## src/rtl/alu_arbiter.sv

```systemverilog
// rtl/alu_arbiter.sv - two-requester round-robin front end for a shared combinational ALU
module alu_arbiter #(
  parameter int WIDTH = 32
) (
  input  logic             clk,
  input  logic             reset,
  input  logic             req0_valid,
  output logic             req0_ready,
  input  logic [WIDTH-1:0] req0_a,
  input  logic [WIDTH-1:0] req0_b,
  input  logic [2:0]       req0_f,
  input  logic             req1_valid,
  output logic             req1_ready,
  input  logic [WIDTH-1:0] req1_a,
  input  logic [WIDTH-1:0] req1_b,
  input  logic [2:0]       req1_f,
  output logic [WIDTH-1:0] alu_a,
  output logic [WIDTH-1:0] alu_b,
  output logic [2:0]       alu_f,
  input  logic [WIDTH-1:0] alu_y,
  input  logic             alu_zero,
  output logic             rsp_valid,
  input  logic             rsp_ready,
  output logic             rsp_id,
  output logic [WIDTH-1:0] rsp_y,
  output logic             rsp_zero,
  output logic             rsp_illegal,
  output logic [15:0]      op_count
);

  logic             rsp_valid_q, rsp_valid_d;
  logic             rsp_id_q, rsp_id_d;
  logic [WIDTH-1:0] rsp_y_q, rsp_y_d;
  logic             rsp_zero_q, rsp_zero_d;
  logic             rsp_illegal_q, rsp_illegal_d;
  logic [15:0]      op_count_q, op_count_d;
  logic             last_grant_q, last_grant_d;

  logic             can_issue;
  logic             pick1;
  logic             xfer;

  // Arbitration: the response slot must be free (or draining) and reset must be low;
  // on contention the requester not served last wins.
  always_comb begin
    can_issue = !reset && (!rsp_valid_q || rsp_ready);
    if (req0_valid && req1_valid) begin
      pick1 = !last_grant_q;
    end else begin
      pick1 = req1_valid;
    end
    xfer       = can_issue && (req0_valid || req1_valid);
    req0_ready = xfer && !pick1;
    req1_ready = xfer && pick1;
  end

  // Steer the winner's operands onto the shared ALU; idle the ALU inputs when nothing is issued.
  always_comb begin
    alu_a = '0;
    alu_b = '0;
    alu_f = 3'd0;
    if (xfer) begin
      alu_a = pick1 ? req1_a : req0_a;
      alu_b = pick1 ? req1_b : req0_b;
      alu_f = pick1 ? req1_f : req0_f;
    end
  end

  // Response register next-state: load on issue, drop when consumed, otherwise hold.
  always_comb begin
    rsp_valid_d   = rsp_valid_q;
    rsp_id_d      = rsp_id_q;
    rsp_y_d       = rsp_y_q;
    rsp_zero_d    = rsp_zero_q;
    rsp_illegal_d = rsp_illegal_q;
    op_count_d    = op_count_q;
    last_grant_d  = last_grant_q;
    if (xfer) begin
      rsp_valid_d   = 1'b1;
      rsp_id_d      = pick1;
      rsp_y_d       = alu_y;
      rsp_zero_d    = alu_zero;
      rsp_illegal_d = (alu_f == 3'd3) || (alu_f == 3'd4) || (alu_f == 3'd5);
      op_count_d    = op_count_q + 16'd1;
      last_grant_d  = pick1;
    end else if (rsp_ready) begin
      rsp_valid_d = 1'b0;
    end
  end

  // State flops; reset leaves last_grant at 1 so requester 0 wins the first contention.
  always_ff @(posedge clk or posedge reset) begin
    if (reset) begin
      rsp_valid_q   <= 1'b0;
      rsp_id_q      <= 1'b0;
      rsp_y_q       <= '0;
      rsp_zero_q    <= 1'b0;
      rsp_illegal_q <= 1'b0;
      op_count_q    <= 16'd0;
      last_grant_q  <= 1'b1;
    end else begin
      rsp_valid_q   <= rsp_valid_d;
      rsp_id_q      <= rsp_id_d;
      rsp_y_q       <= rsp_y_d;
      rsp_zero_q    <= rsp_zero_d;
      rsp_illegal_q <= rsp_illegal_d;
      op_count_q    <= op_count_d;
      last_grant_q  <= last_grant_d;
    end
  end

  assign rsp_valid   = rsp_valid_q;
  assign rsp_id      = rsp_id_q;
  assign rsp_y       = rsp_y_q;
  assign rsp_zero    = rsp_zero_q;
  assign rsp_illegal = rsp_illegal_q;
  assign op_count    = op_count_q;

endmodule

```

## config.mk

```make
export PLATFORM = sky130hd
export DESIGN_NAME = alu_arbiter
export DESIGN_NICKNAME = d
export VERILOG_FILES = /design/src/rtl/alu_arbiter.sv
export SDC_FILE = /design/constraint.sdc
export NUM_CORES = 1
export LEC_CHECK = 0
export BUFFER_PORTS_ARGS = -buffer_cell sky130_fd_sc_hd__buf_4
export CAP_MARGIN = 40
export CORE_AREA = 2 2 115 117
export CTS_BUF_LIST = sky130_fd_sc_hd__clkbuf_8
export DETAILED_ROUTE_END_ITERATION = 7
export DIE_AREA = 0 0 117 119
export SYNTH_ARGS = -nofsm -noshare
export SYNTH_HDL_FRONTEND = slang
export SYNTH_SLANG_ARGS = --single-unit
```

## constraint.sdc

```tcl
create_clock -name clk -period 4.55 [get_ports clk]
set_clock_uncertainty 0.1 [all_clocks]
set_input_delay 0.6825 -clock clk [delete_from_list [all_inputs] [get_ports clk]]
set_output_delay 0.6825 -clock clk [all_outputs]
set_load 0.03 [all_outputs]
```

Yosys cells after proc, flatten, opt, wreduce, memory -nomap -nowiden

Cells that the tools add are included.

Bits in registers: 53
Input port bits: 172
Output and inout bits: 121
Logic and storage cells: 34

$add $sub $neg: 1
Eq/ne operators: 3
Mux-type cells: 9
Reduce and logical (&&, ||, !) cells: 14

Operator list:

| operator                                            | count |
|---|---|
| two-way mux 32 bit                                  | 4 |
| adder 16 x 1 -> 16 bit, second input constant       | 1 |
| equality test 3 bit, second input constant          | 2 |
| two-way mux 3 bit                                   | 2 |
| logical AND 1 bit                                   | 5 |
| logical NOT 1 bit                                   | 4 |
| logical OR 1 bit                                    | 4 |
| equality test 3 x 2 -> 1 bit, second input constant | 1 |
| two-way mux 1 bit                                   | 3 |
| nonzero test 2 bit                                  | 1 |

Logic depth before layout (Yosys ltp)

Depth after elaboration: 8
Mapped depth: 6

Worst setup path before layout

Ideal clock, no wire load.

Path type: input to output
From: input reset
To: output alu_a[0]
Data arrival time: 3202 ps
Data required time: 3768 ps
Path slack: 565 ps
Stages: 6
Cell sequence: inv_1 -> o2111a_1 -> buf_2 -> clkbuf_1 -> clkbuf_1 -> a22o_1

Cells in the longest elaborated chain, start to end: 4

Ends and longest elaborated chain:

| what                        | line | text |
|---|---|---|
| start, declared             | 6    | `input logic reset,` |
| logical NOT 1 bit (no line) | -    |  |
| logical AND 1 bit           | 46   | `can_issue = !reset && (!rsp_valid_q \|\| rsp_ready);` |
| logical AND 1 bit           | 52   | `xfer = can_issue && (req0_valid \|\| req1_valid);` |
| two-way mux 32 bit          | 62   | `if (xfer) begin` |
| end, declared               | 17   | `output logic [WIDTH-1:0] alu_a,` |

Every way passes these cells.

Worst setup path after layout

From: register rsp_valid_q (netlist: rsp_valid)
To: output alu_f[1]

Cells in the longest elaborated chain, start to end: 5

Ends and longest elaborated chain:

| what                   | line | text |
|---|---|---|
| start, declared        | 31   | `logic rsp_valid_q, rsp_valid_d;` |
| start signal, assigned | 102  | `rsp_valid_q <= rsp_valid_d;` |
| logical NOT 1 bit      | 46   |  |
| logical OR 1 bit       | 46   |  |
| logical AND 1 bit      | 46   |  |
| logical AND 1 bit      | 52   |  |
| two-way mux 3 bit      | 62   |  |
| end, declared          | 19   | `output logic [2:0] alu_f,` |

Every way passes these cells.

==> impl_results.md <==
- Port buffer count: 292
- Peak clock frequency supported by timing: 319 MHz
- Transition at the pin with the smallest max-transition slack: 0.680 ns
- Average wire length per cell after detail routing: approximately 17 microns
- Count of final max-slew check failures: 0
- Aggregate routed wire length: around 12000 microns
- Resized Gates After CTS: 0
- Relative slew slack: 0.547
- Count of non-filler cells in the finished layout: 692
- Standby leakage power: 2.68 nW
- Gp weighted congestion: slightly above 0.7
- Post-route DRC: 0
- Cell row count: 42
- Initial standard-cell utilization of the core: 0.215
- Die X: 117 microns
- Number of global-route vias before repair: 3056
- Yosys warning total: 0
- Area of the die: 13900 sq um
- Synth-to-layout area growth: 89.8%
- Setup ws final: 1.42 ns
- Final setup violating endpoints: 0
- Gate Count Post-Synth: 232
- Post-DP HPWL: 9580 microns
- Main flop type after synthesis: sky130_fd_sc_hd__dfrtp_1
- Grt total ovfl: 0
- Flip-flop and latch count after synthesis: 53
- Final period utilization: 0.688
- Antenna violations before repair: 0
- Pre-CTS worst setup slack: 1.49 ns
- Area of the core region: approximately 13000 sq um
- Type of the worst setup path: flip-flop to primary output
- Largest net degree at the start of global routing: 69
- Number of CTS-inserted buffers: 5
- Arrival time at the worst endpoint: 2.35 ns
- Reg clk slew, reported paths: 0.10 ns
- Shortest period the worst path allows: 3.13 ns
- Hold WC Path Type: flip-flop to flip-flop
- Unique cell type count in the Yosys netlist: 28
- Worst voltage drop across the vdd grid: 0.192 mV
- Cts-stage hold buffer count: 0
- Final ANT Viol Nets: 0
- Clock Tree Root: sky130_fd_sc_hd__clkbuf_8
- Placed cells: 684
- Hold_ws: 0.398 ns
- Antenna diode count: 0
- Area of the mapped netlist: roughly 2800 sq um
- Outcome: finished clean
- Most common cell after layout, fill and taps aside: sky130_fd_sc_hd__buf_4
- Worst-Skew Late Latency: around 0.30 ns
- CP max FO: between 60 and 70
- Commonest cells after routing, fill and taps aside: sky130_fd_sc_hd__buf_4 (295), sky130_fd_sc_hd__a22o_1 (66), sky130_fd_sc_hd__dfrtp_1 (52), sky130_fd_sc_hd__mux2_2 (34), sky130_fd_sc_hd__xnor2_1 (11)
- Count of endpoints failing hold in the final timing report: 0
- EDFF count, synth: 0
- Fraction of final layout cells sized beyond drive strength 1: 0.665
- Number of buffers between clock root and the deepest sink: 2
- Sequential-to-total area share from yosys stat: 0.479
- Total Power: 1.78 mW
- TritonRoute pass-1 iters: 4
- Iteration-0 DRC count of the detailed router: 131
- Count of buffers added by post-CTS timing repair for setup: 0
- Via Count: 3065
- Data required time at the worst endpoint: 3.77 ns
- Clock tree from TritonCTS: built
- Max-Cap Viols: 0
- TNS Setup: 0 ns
- Critical path capture point type: primary output
- Share of async-settable or async-resettable flops after synthesis: 1.00
- Chip height: 119 microns
- Power density relative to cell area: 337 nW/um^2
- Global-route wire length before repair: 16800 microns
- Unrepaired setup endpoints after global routing: false
- Syn avg cell area: 11.9 sq um
- Total I/O pin count: about 290
- Number of nets produced by synthesis: 405
- Detailed-route vias per instance: 4.43
- Number of sinks on the clock net: 53
- H-tree level count: 2
- Number of fillers in the final layout: 1266
- Startpoint type of the worst setup path: flip-flop
- Overall global routing resource usage: 0.156
- Final net count: 688
cell usage after synthesis (3+ instances only):
library cell               number  area (sq um)
sky130_fd_sc_hd__a22o_1        66           578
sky130_fd_sc_hd__buf_2          8          40.0
sky130_fd_sc_hd__buf_4          3          22.5
sky130_fd_sc_hd__clkbuf_1       9          33.8
sky130_fd_sc_hd__dfrtp_1       52          1300
sky130_fd_sc_hd__inv_1          5          18.8
sky130_fd_sc_hd__mux2_2        34           383
sky130_fd_sc_hd__nand2_1        8          30.0
sky130_fd_sc_hd__nand3_1        4          20.0
sky130_fd_sc_hd__nand4_1        3          18.8
sky130_fd_sc_hd__nor2_1         9          33.8
sky130_fd_sc_hd__xnor2_1       11          96.3
sky130_fd_sc_hd__xor2_1         4          35.0
stage by stage:
stage | cell area [sq um] | util
after floorplan | 2770 | -
final | 5260 | 0.409
after detailed placement | 5150 | 0.400
after CTS | 5260 | 0.409
after global placement | 5150 | 0.400
after global routing | 5260 | 0.409
path summary, 6_finish.rpt:
check / to / startpoint / slack, ns / cells past startpoint
min: op_count[15]$_DFFE_PP0P_ / op_count[15]$_DFFE_PP0P_ / 0.40 / 1
min in group asynchronous: rsp_valid$_DFFE_PP0P_ / reset / 0.52 / 3
max reg2reg: rsp_illegal$_DFFE_PP0P_ / rsp_valid$_DFFE_PP0P_ / 2.16 / 6
max: alu_f[1] / rsp_valid$_DFFE_PP0P_ / 1.42 / 6
max in group asynchronous: rsp_y[19]$_DFFE_PP0P_ / reset / 3.38 / 3
min reg2reg: op_count[15]$_DFFE_PP0P_ / op_count[15]$_DFFE_PP0P_ / 0.40 / 1
state kept, by name (all words and copies together), names as in the netlist:
| signal | flops |
|---|---|
| rsp_y | 32 |
| last_grant_q | 1 |
| rsp_zero | 1 |
| rsp_valid | 1 |
| rsp_id | 1 |
| op_count | 16 |
| rsp_illegal | 1 |
metal layers:
metal	GRT usage	part of all wire	vias up
met3	0.0412	0.095	6
li1	-	-	1439
met1	0.189	0.39	1468
met2	0.279	0.51	152
met4	0.0228	0.0056	0
met5	0	0	-
critical path: stages, from the launching register on:
cell	delay, ns
sky130_fd_sc_hd__dfrtp_1	0.41
sky130_fd_sc_hd__nor2b_1	0.20
sky130_fd_sc_hd__a2111oi_4	0.32
sky130_fd_sc_hd__buf_4	0.59
sky130_fd_sc_hd__a22oi_1	0.22
sky130_fd_sc_hd__inv_1	0.10
sky130_fd_sc_hd__buf_4	0.16
cell type report:
type | instances | area (sq um) | share of cell area
flip-flops and latches | 53 | 1330 | 0.252
clock buffers | 5 | 68.8 | 0.0131
multi-input cells | 154 | 1350 | 0.256
inverters | 5 | 18.8 | 0.00357
clock inverters | 3 | 42.5 | 0.00809
well taps | 176 | 220 | 0.0419
repair buffers | 296 | 2230 | 0.425
logic make-up after synthesis:
logic type                 synth area share
and+or+nand+nor                      0.0632
AOI/OAI and AO/OA                     0.226
DFF                                   0.479
buffers and inverters                0.0415
xor gates and xnor gates             0.0474
muxes                                 0.138
adders and majority gates           0.00451
report_power, final:
group          leakage, nW  switching [mW]  internal, mW  total, mW
registers            0.639          0.0707         0.561      0.632
clock network       0.0599           0.159         0.164      0.323
logic                 1.98           0.454         0.367      0.820
No activity file was read; power rests on OpenSTA's default activity.
